File: src/rtl/branch_control_2bc_pkg.sv
// Shared types for the branch_control_2bc predictor: 2-bit counter states and
// address-width constants.
package branch_control_2bc_pkg;

    typedef enum logic [1:0] {
        SNT = 2'b00,
        WNT = 2'b01,
        WT  = 2'b10,
        ST  = 2'b11
    } bp_ctr_t;

    localparam int ADDR_W = 32;
    localparam logic [ADDR_W-1:0] INSTR_BYTES = 32'd4;

endpackage

File: src/rtl/branch_control_2bc_bp_meta_reg.sv
// Load/flush pipeline register carrying branch-prediction metadata between stages.
module bp_meta_reg #(
    parameter int WIDTH = 8
) (
    input  logic             clk,
    input  logic             rst,
    input  logic             flush,
    input  logic             load,
    input  logic [WIDTH-1:0] d,
    output logic [WIDTH-1:0] q
);

    always_ff @(posedge clk) begin
        if (rst || flush) begin
            q <= '0;
        end else if (load) begin
            q <= d;
        end
    end

endmodule

File: src/rtl/branch_control_2bc.sv
// Direct-mapped BTB with 2-bit saturating counters, predicting in IF and resolving in EX.
// Optional gshare counter indexing is enabled by defining BP_GSHARE_EN.
module branch_control_2bc
    import branch_control_2bc_pkg::*;
#(
    parameter int NUM_SETS = 16,
    parameter int GHR_W    = 4
) (
    input  logic              clk,
    input  logic              rst,
    input  logic [ADDR_W-1:0] pc,
    input  logic              do_jump,
    input  logic              is_ujump,
    input  logic              br_en,
    input  logic [ADDR_W-1:0] true_addr,
    input  logic [ADDR_W-1:0] pc_idex,
    input  logic              load_ifid,
    input  logic              load_idex,
    input  logic              ifid_rst,
    input  logic              idex_rst,
    output logic [ADDR_W-1:0] pred_addr,
    output logic [ADDR_W-1:0] recv_addr,
    output logic              br_hazard
);

    localparam int IDX_W = $clog2(NUM_SETS);
    localparam int TAG_W = 30 - IDX_W;

    typedef struct packed {
        logic [IDX_W-1:0]  idx;
        logic [IDX_W-1:0]  cidx;
        logic              hit;
        logic              pred_taken;
        logic [ADDR_W-1:0] pred_target;
        logic [GHR_W-1:0]  ghr;
    } bp_meta_t;

    function automatic bp_ctr_t ctr_inc(input bp_ctr_t c);
        return (c == ST) ? ST : bp_ctr_t'(c + 2'd1);
    endfunction

    function automatic bp_ctr_t ctr_dec(input bp_ctr_t c);
        return (c == SNT) ? SNT : bp_ctr_t'(c - 2'd1);
    endfunction

    logic              valid_q  [NUM_SETS];
    logic [TAG_W-1:0]  tag_q    [NUM_SETS];
    logic [ADDR_W-1:0] target_q [NUM_SETS];
    bp_ctr_t           ctr_q    [NUM_SETS];
    logic [GHR_W-1:0]  ghr_q;

    // IF: combinational lookup
    logic [IDX_W-1:0] idx_p0, cidx_p0;
    logic [TAG_W-1:0] tag_p0;
    logic             hit_p0, pred_taken_p0;
    bp_meta_t         meta_p0, meta_p1, meta_p2;

    assign idx_p0 = pc[IDX_W+1:2];
    assign tag_p0 = pc[ADDR_W-1:IDX_W+2];
`ifdef BP_GSHARE_EN
    assign cidx_p0 = idx_p0 ^ IDX_W'(ghr_q);
`else
    assign cidx_p0 = idx_p0;
    assign ghr_q   = '0;
`endif
    assign hit_p0        = valid_q[idx_p0] && (tag_q[idx_p0] == tag_p0);
    assign pred_taken_p0 = hit_p0 && ctr_q[cidx_p0][1];
    assign pred_addr     = pred_taken_p0 ? target_q[idx_p0] : pc + INSTR_BYTES;

    assign meta_p0 = '{idx: idx_p0, cidx: cidx_p0, hit: hit_p0, pred_taken: pred_taken_p0,
                       pred_target: target_q[idx_p0], ghr: ghr_q};

    // IF/ID and ID/EX metadata registers
    bp_meta_reg #(.WIDTH($bits(bp_meta_t))) u_meta_ifid (
        .clk(clk), .rst(rst), .flush(ifid_rst), .load(load_ifid), .d(meta_p0), .q(meta_p1)
    );
    bp_meta_reg #(.WIDTH($bits(bp_meta_t))) u_meta_idex (
        .clk(clk), .rst(rst), .flush(idex_rst), .load(load_idex), .d(meta_p1), .q(meta_p2)
    );

    // EX: resolution against the actual outcome
    logic       taken;
    logic       ctr_we, tgt_we, alloc_we, inval_we;
    bp_ctr_t    ctr_wdata;
    logic [TAG_W-1:0] tag_ex;
    logic       unused_bits;

    assign taken       = is_ujump | br_en;
    assign tag_ex      = pc_idex[ADDR_W-1:IDX_W+2];
    assign unused_bits = ^{pc[1:0], meta_p2.ghr};

    always_comb begin
        br_hazard = 1'b0;
        recv_addr = true_addr;
        ctr_we    = 1'b0;
        ctr_wdata = ctr_q[meta_p2.cidx];
        tgt_we    = 1'b0;
        alloc_we  = 1'b0;
        inval_we  = 1'b0;
        if (do_jump && taken) begin
            br_hazard = !meta_p2.pred_taken || (meta_p2.pred_target != true_addr);
            ctr_we    = 1'b1;
            if (meta_p2.hit) begin
                ctr_wdata = ctr_inc(ctr_q[meta_p2.cidx]);
                tgt_we    = (target_q[meta_p2.idx] != true_addr);
            end else begin
                ctr_wdata = is_ujump ? ST : WT;
                tgt_we    = 1'b1;
                alloc_we  = 1'b1;
            end
        end else if (do_jump) begin
            br_hazard = meta_p2.pred_taken;
            recv_addr = meta_p2.pred_taken ? pc_idex + INSTR_BYTES : true_addr;
            ctr_we    = meta_p2.hit;
            ctr_wdata = ctr_dec(ctr_q[meta_p2.cidx]);
        end else if (meta_p2.pred_taken) begin
            br_hazard = 1'b1;
            recv_addr = pc_idex + INSTR_BYTES;
            inval_we  = 1'b1;
        end
    end

    always_ff @(posedge clk) begin
        if (rst) begin
            for (int i = 0; i < NUM_SETS; i++) begin
                valid_q[i]  <= 1'b0;
                tag_q[i]    <= '0;
                target_q[i] <= '0;
                ctr_q[i]    <= WNT;
            end
        end else if (load_idex) begin
            if (ctr_we)   ctr_q[meta_p2.cidx]   <= ctr_wdata;
            if (tgt_we)   target_q[meta_p2.idx] <= true_addr;
            if (alloc_we) begin
                valid_q[meta_p2.idx] <= 1'b1;
                tag_q[meta_p2.idx]   <= tag_ex;
            end
            if (inval_we) valid_q[meta_p2.idx] <= 1'b0;
        end
    end

`ifdef BP_GSHARE_EN
    // Global history advances once per resolved branch/jump
    always_ff @(posedge clk) begin
        if (rst) begin
            ghr_q <= '0;
        end else if (load_idex && do_jump) begin
            ghr_q <= GHR_W'({ghr_q, taken});
        end
    end
`endif

endmodule
File: config.mk
export PLATFORM = sky130hd
export DESIGN_NAME = branch_control_2bc
export DESIGN_NICKNAME = d
export VERILOG_FILES = /design/src/rtl/branch_control_2bc_pkg.sv /design/src/rtl/branch_control_2bc_bp_meta_reg.sv /design/src/rtl/branch_control_2bc.sv
export SDC_FILE = /design/constraint.sdc
export NUM_CORES = 2
export LEC_CHECK = 0
export CAP_MARGIN = 20
export CORE_ASPECT_RATIO = 1.1
export CORE_MARGIN = 2
export CORE_UTILIZATION = 64
export CTS_BUF_LIST = sky130_fd_sc_hd__clkbuf_4 sky130_fd_sc_hd__clkbuf_8
export DETAILED_ROUTE_END_ITERATION = 16
export PLACE_DENSITY = 0.83
export RECOVER_POWER = 100
export SLEW_MARGIN = 40
export SYNTH_ARGS = -nofsm -noshare
export SYNTH_HDL_FRONTEND = slang
export SYNTH_SLANG_ARGS = --single-unit
File: constraint.sdc
create_clock -name clk -period 6.1 [get_ports clk]
set_clock_uncertainty 0.1 [all_clocks]
set_input_delay 1.22 -clock clk [delete_from_list [all_inputs] [get_ports clk]]
set_output_delay 1.22 -clock clk [all_outputs]
set_load 0.1 [all_outputs]
==> impl_metrics.csv <==
group,metric,value,unit
layout,drive_gt1_share,22.94,%
global_routing,grt_pass1_vias,39500,
layout,fill_cells,5427,
flow_run,cap_violations,33,
logic_synthesis,synth_top_flop_cell,"edfxtp_1",
logic_synthesis,syn-num-nets,4148,
sta,rsz0062_at_grt,"no",
worst_setup_path,critPathCaptureType,"primary output",
cts,postCtsSetupRepairBufs,0,
place,gp_congestion,1.006,
routing,routed_wl,185000,µm
sta,postLayoutSetupSlackWorst,-0.2771,ns
cts,cts_repair_resize_count,0,
floorplanning,fp-row-count,112,
global_routing,grtUsageMet3,14.15,%
floorplanning,io_pins,170,
sta,clock.fmax,156.8,MHz
floorplanning,die_w,283.5,µm
layout,area_growth,11.57,%
worst_setup_path,crit_fanout,17,
hold_path,hold_class,"reg -> reg",
logic_synthesis,syn_area,0.05500,mm²
logic_synthesis,yosysTopAreaCellShare,53.29,%
routing,route.detailed.drc,0,
floorplanning,die_h,311.5,µm
cts,cts-buffers-inserted,166,
place,io_buffers,169,
outcome,violations,"capacitance limit, slew limit, setup timing",
outcome,status,"complete, but fails checks",
logic_synthesis,yosysUniqueCellTypes,68,
worst_setup_path,critPathBufInv,2,
global_routing,grt_max_degree,191,
cts,clockBufferDepth,3,
sta,finalSetupViolations,28,
sta,final_hold_viol_count,0,
power_and_ir_drop,irDropWorstVdd,0.0002069,V
place,dp_hpwl,112600,µm
sta,drv_slew,902,
cts,cts_tree,"yes",
logic_synthesis,synthTopCellsByArea,"edfxtp_1 53%, mux4_2 14%, nor3_1 4.7%, and2_1 4.6%, mux2i_1 4.3%",
logic_synthesis,yosysMostFrequentCell,"edfxtp_1",
worst_setup_path,cp_cell_sequence,"dlygate4sd3_1 > o21ai_0 > and2_1 > nor2_1 > a21oi_1 > clkbuf_2",
worst_setup_path,cp.required,4.78,ns
routing,vias_per_cell,7.304,
routing,dr_total_vias,39730,
global_routing,overflow,0,
sta,worstMarginPinSlew,2.996,ns
global_routing,grtUsageMet1,49.23,%
routing,wl_per_cell,34.02,µm
global_routing,grt_usage,41.79,%
logic_synthesis,synth_enable_flop_cells,976,
logic_synthesis,synthArstFlopShare,0,%
power_and_ir_drop,leakagePower,21.61,nW
sta,relSlewSlack,-99.73,%
cts,htreeDepth,4,
worst_setup_path,cpMaxStageDelayCell,"and2_1",
floorplanning,dieArea,0.08830,mm²
sta,fin_crit,6.377,ns
cts,clkTransAtPathRegs,0.06,ns
global_routing,antenna_found_initial,10,
global_routing,top_usage_layer,"met2",
global_routing,use_met2,63.48,%
floorplanning,core_area,0.08492,mm²
logic_synthesis,synthCells,4041,
worst_setup_path,worst_ep_arrival_time,5.06,ns
sta,hold_slack,0.3965,ns
worst_setup_path,crit_family,"compound AO/OA/AOI/OAI gates",
cts,cts-root-buf,"clkbuf_8",
worst_setup_path,critPathLaunchType,"input port",
logic_synthesis,syn_avg_cell_area,13.61,µm²
worst_setup_path,path_class,"in -> out",
layout,final_nets,4267,
cts,cts_hold_buffers,0,
routing,firstDrtPassIters,6,
power_and_ir_drop,powerDensity,263.1,mW/mm²
routing,drt-initial-drc-count,6395,
logic_synthesis,ys_ff_latch,1056,
logic_synthesis,synth_warnings,0,
sta,timing.final.crit_share,104.5,%
worst_setup_path,slowest_delay,1.10,ns
cts,clock_sinks,1056,
floorplanning,start_util,64.77,%
routing,route.antenna.remaining_nets,0,
cts,clkLatencyLatePin,0.88,ns
global_routing,grt_pass1_wl,264000,µm
logic_synthesis,synth_top_cell_by_area,"edfxtp_1",
logic_synthesis,synth_common_cells,"976 x edfxtp_1, 520 x nor3_1, 403 x and2_1",
logic_synthesis,ys_seq_area_share,56.20,%
power_and_ir_drop,fin_total_pwr,16.14,mW
-- layout by cell type, fill, tap and decap left out, types with 41 or more instances in the layout --
cell type	n
clkdlybuf4s50_1	95
xnor2_1	106
edfxtp_1	976
nor3_1	515
nand2_1	112
mux4_2	351
and2_1	159
buf_4	145
clkbuf_8	178
clkbuf_4	83
mux2i_1	234
a211oi_1	41
clkinv_1	55
dfxtp_1	77
and2_0	245
nand3_1	42
nor2_1	175
-- sequential cells by signal (all words and copies together), names as in the netlist, named ones only --
| name | flops |
|---|---|
| ctr_q | 32 |
| u_meta_idex.q | 38 |
| u_meta_ifid.q | 38 |
| valid_q | 16 |
| tag_q | 416 |
| target_q | 512 |
-- final cells by class --
class | count | area (µm²) | area share, %
multi-input cells | 2508 | 22070 | 35.97
diodes | 7 | 17.52 | 0.02855
well taps | 1140 | 1426 | 2.324
clock inverters | 57 | 369.1 | 0.6015
clock buffers | 244 | 2927 | 4.769
inverters | 51 | 192.7 | 0.3140
flip-flops and latches | 1056 | 30920 | 50.39
repair buffers | 377 | 3442 | 5.609
-- through the flow --
stage	TNS (ns)	worst slack [ns]	utilization [%]	area, µm²	instances
floorplan	0	0.3442	-	55000	4041
global placement	0	0.1559	69.27	58830	5131
CTS	0	0.1313	73.21	62170	5432
finish	-3.872	-0.2771	72.26	61360	5440
detailed placement	0	0.1378	69.33	58880	5131
global route	0	0.02072	72.24	61350	5434
-- logic make-up (layout without fill, tap and decap cells) --
group / Yosys count / in the layout / synth area share, %
AO/OA/AOI/OAI: 263 / 263 / 3.458
XOR/XNOR: 145 / 145 / 2.309
adder cells (fa/ha/maj): 2 / 2 / 0.04549
buffers and inverters: 477 / 729 / 3.961
flip-flops: 1056 / 1056 / 56.20
multiplexers: 642 / 642 / 20.00
other: 0 / 7 / 0
AND/OR/NAND/NOR: 1456 / 1456 / 14.03
-- worst reg2reg max path, delay by kind of cell, from the launching register on --
kind	cells	cell delay, ns
flops	1	1.39
xor+xnor	1	0.25
mux	2	0.69
buf+inv	4	1.62
compound gates	3	0.71
simple gates	2	0.65
-- worst paths after layout --
path	startpoint	to	slack [ns]	cells past startpoint
setup / recovery	br_en	recv_addr[21]	-0.28	6
hold / removal	u_meta_ifid.q[13]$_SDFFE_PP0P_	u_meta_idex.q[13]$_SDFFE_PP0P_	0.40	2
hold reg to reg	u_meta_ifid.q[13]$_SDFFE_PP0P_	u_meta_idex.q[13]$_SDFFE_PP0P_	0.40	2
setup reg to reg	register	target_q[9][15]$_SDFFCE_PN0P_	0.20	12
-- power by group --
part,switching [mW],internal (mW)
clock network,2.90,3.17
registers,0.109,8.13
logic,1.19,0.646
-- per-layer routing --
layer  vias up  share of wire [%]
met5         -              0.059
met1     18980                 30
li1      15700                  -
met2      3926                 45
met3      1122                 16
met4        16                9.6
Note: power is estimated with default switching activity, not from simulation.
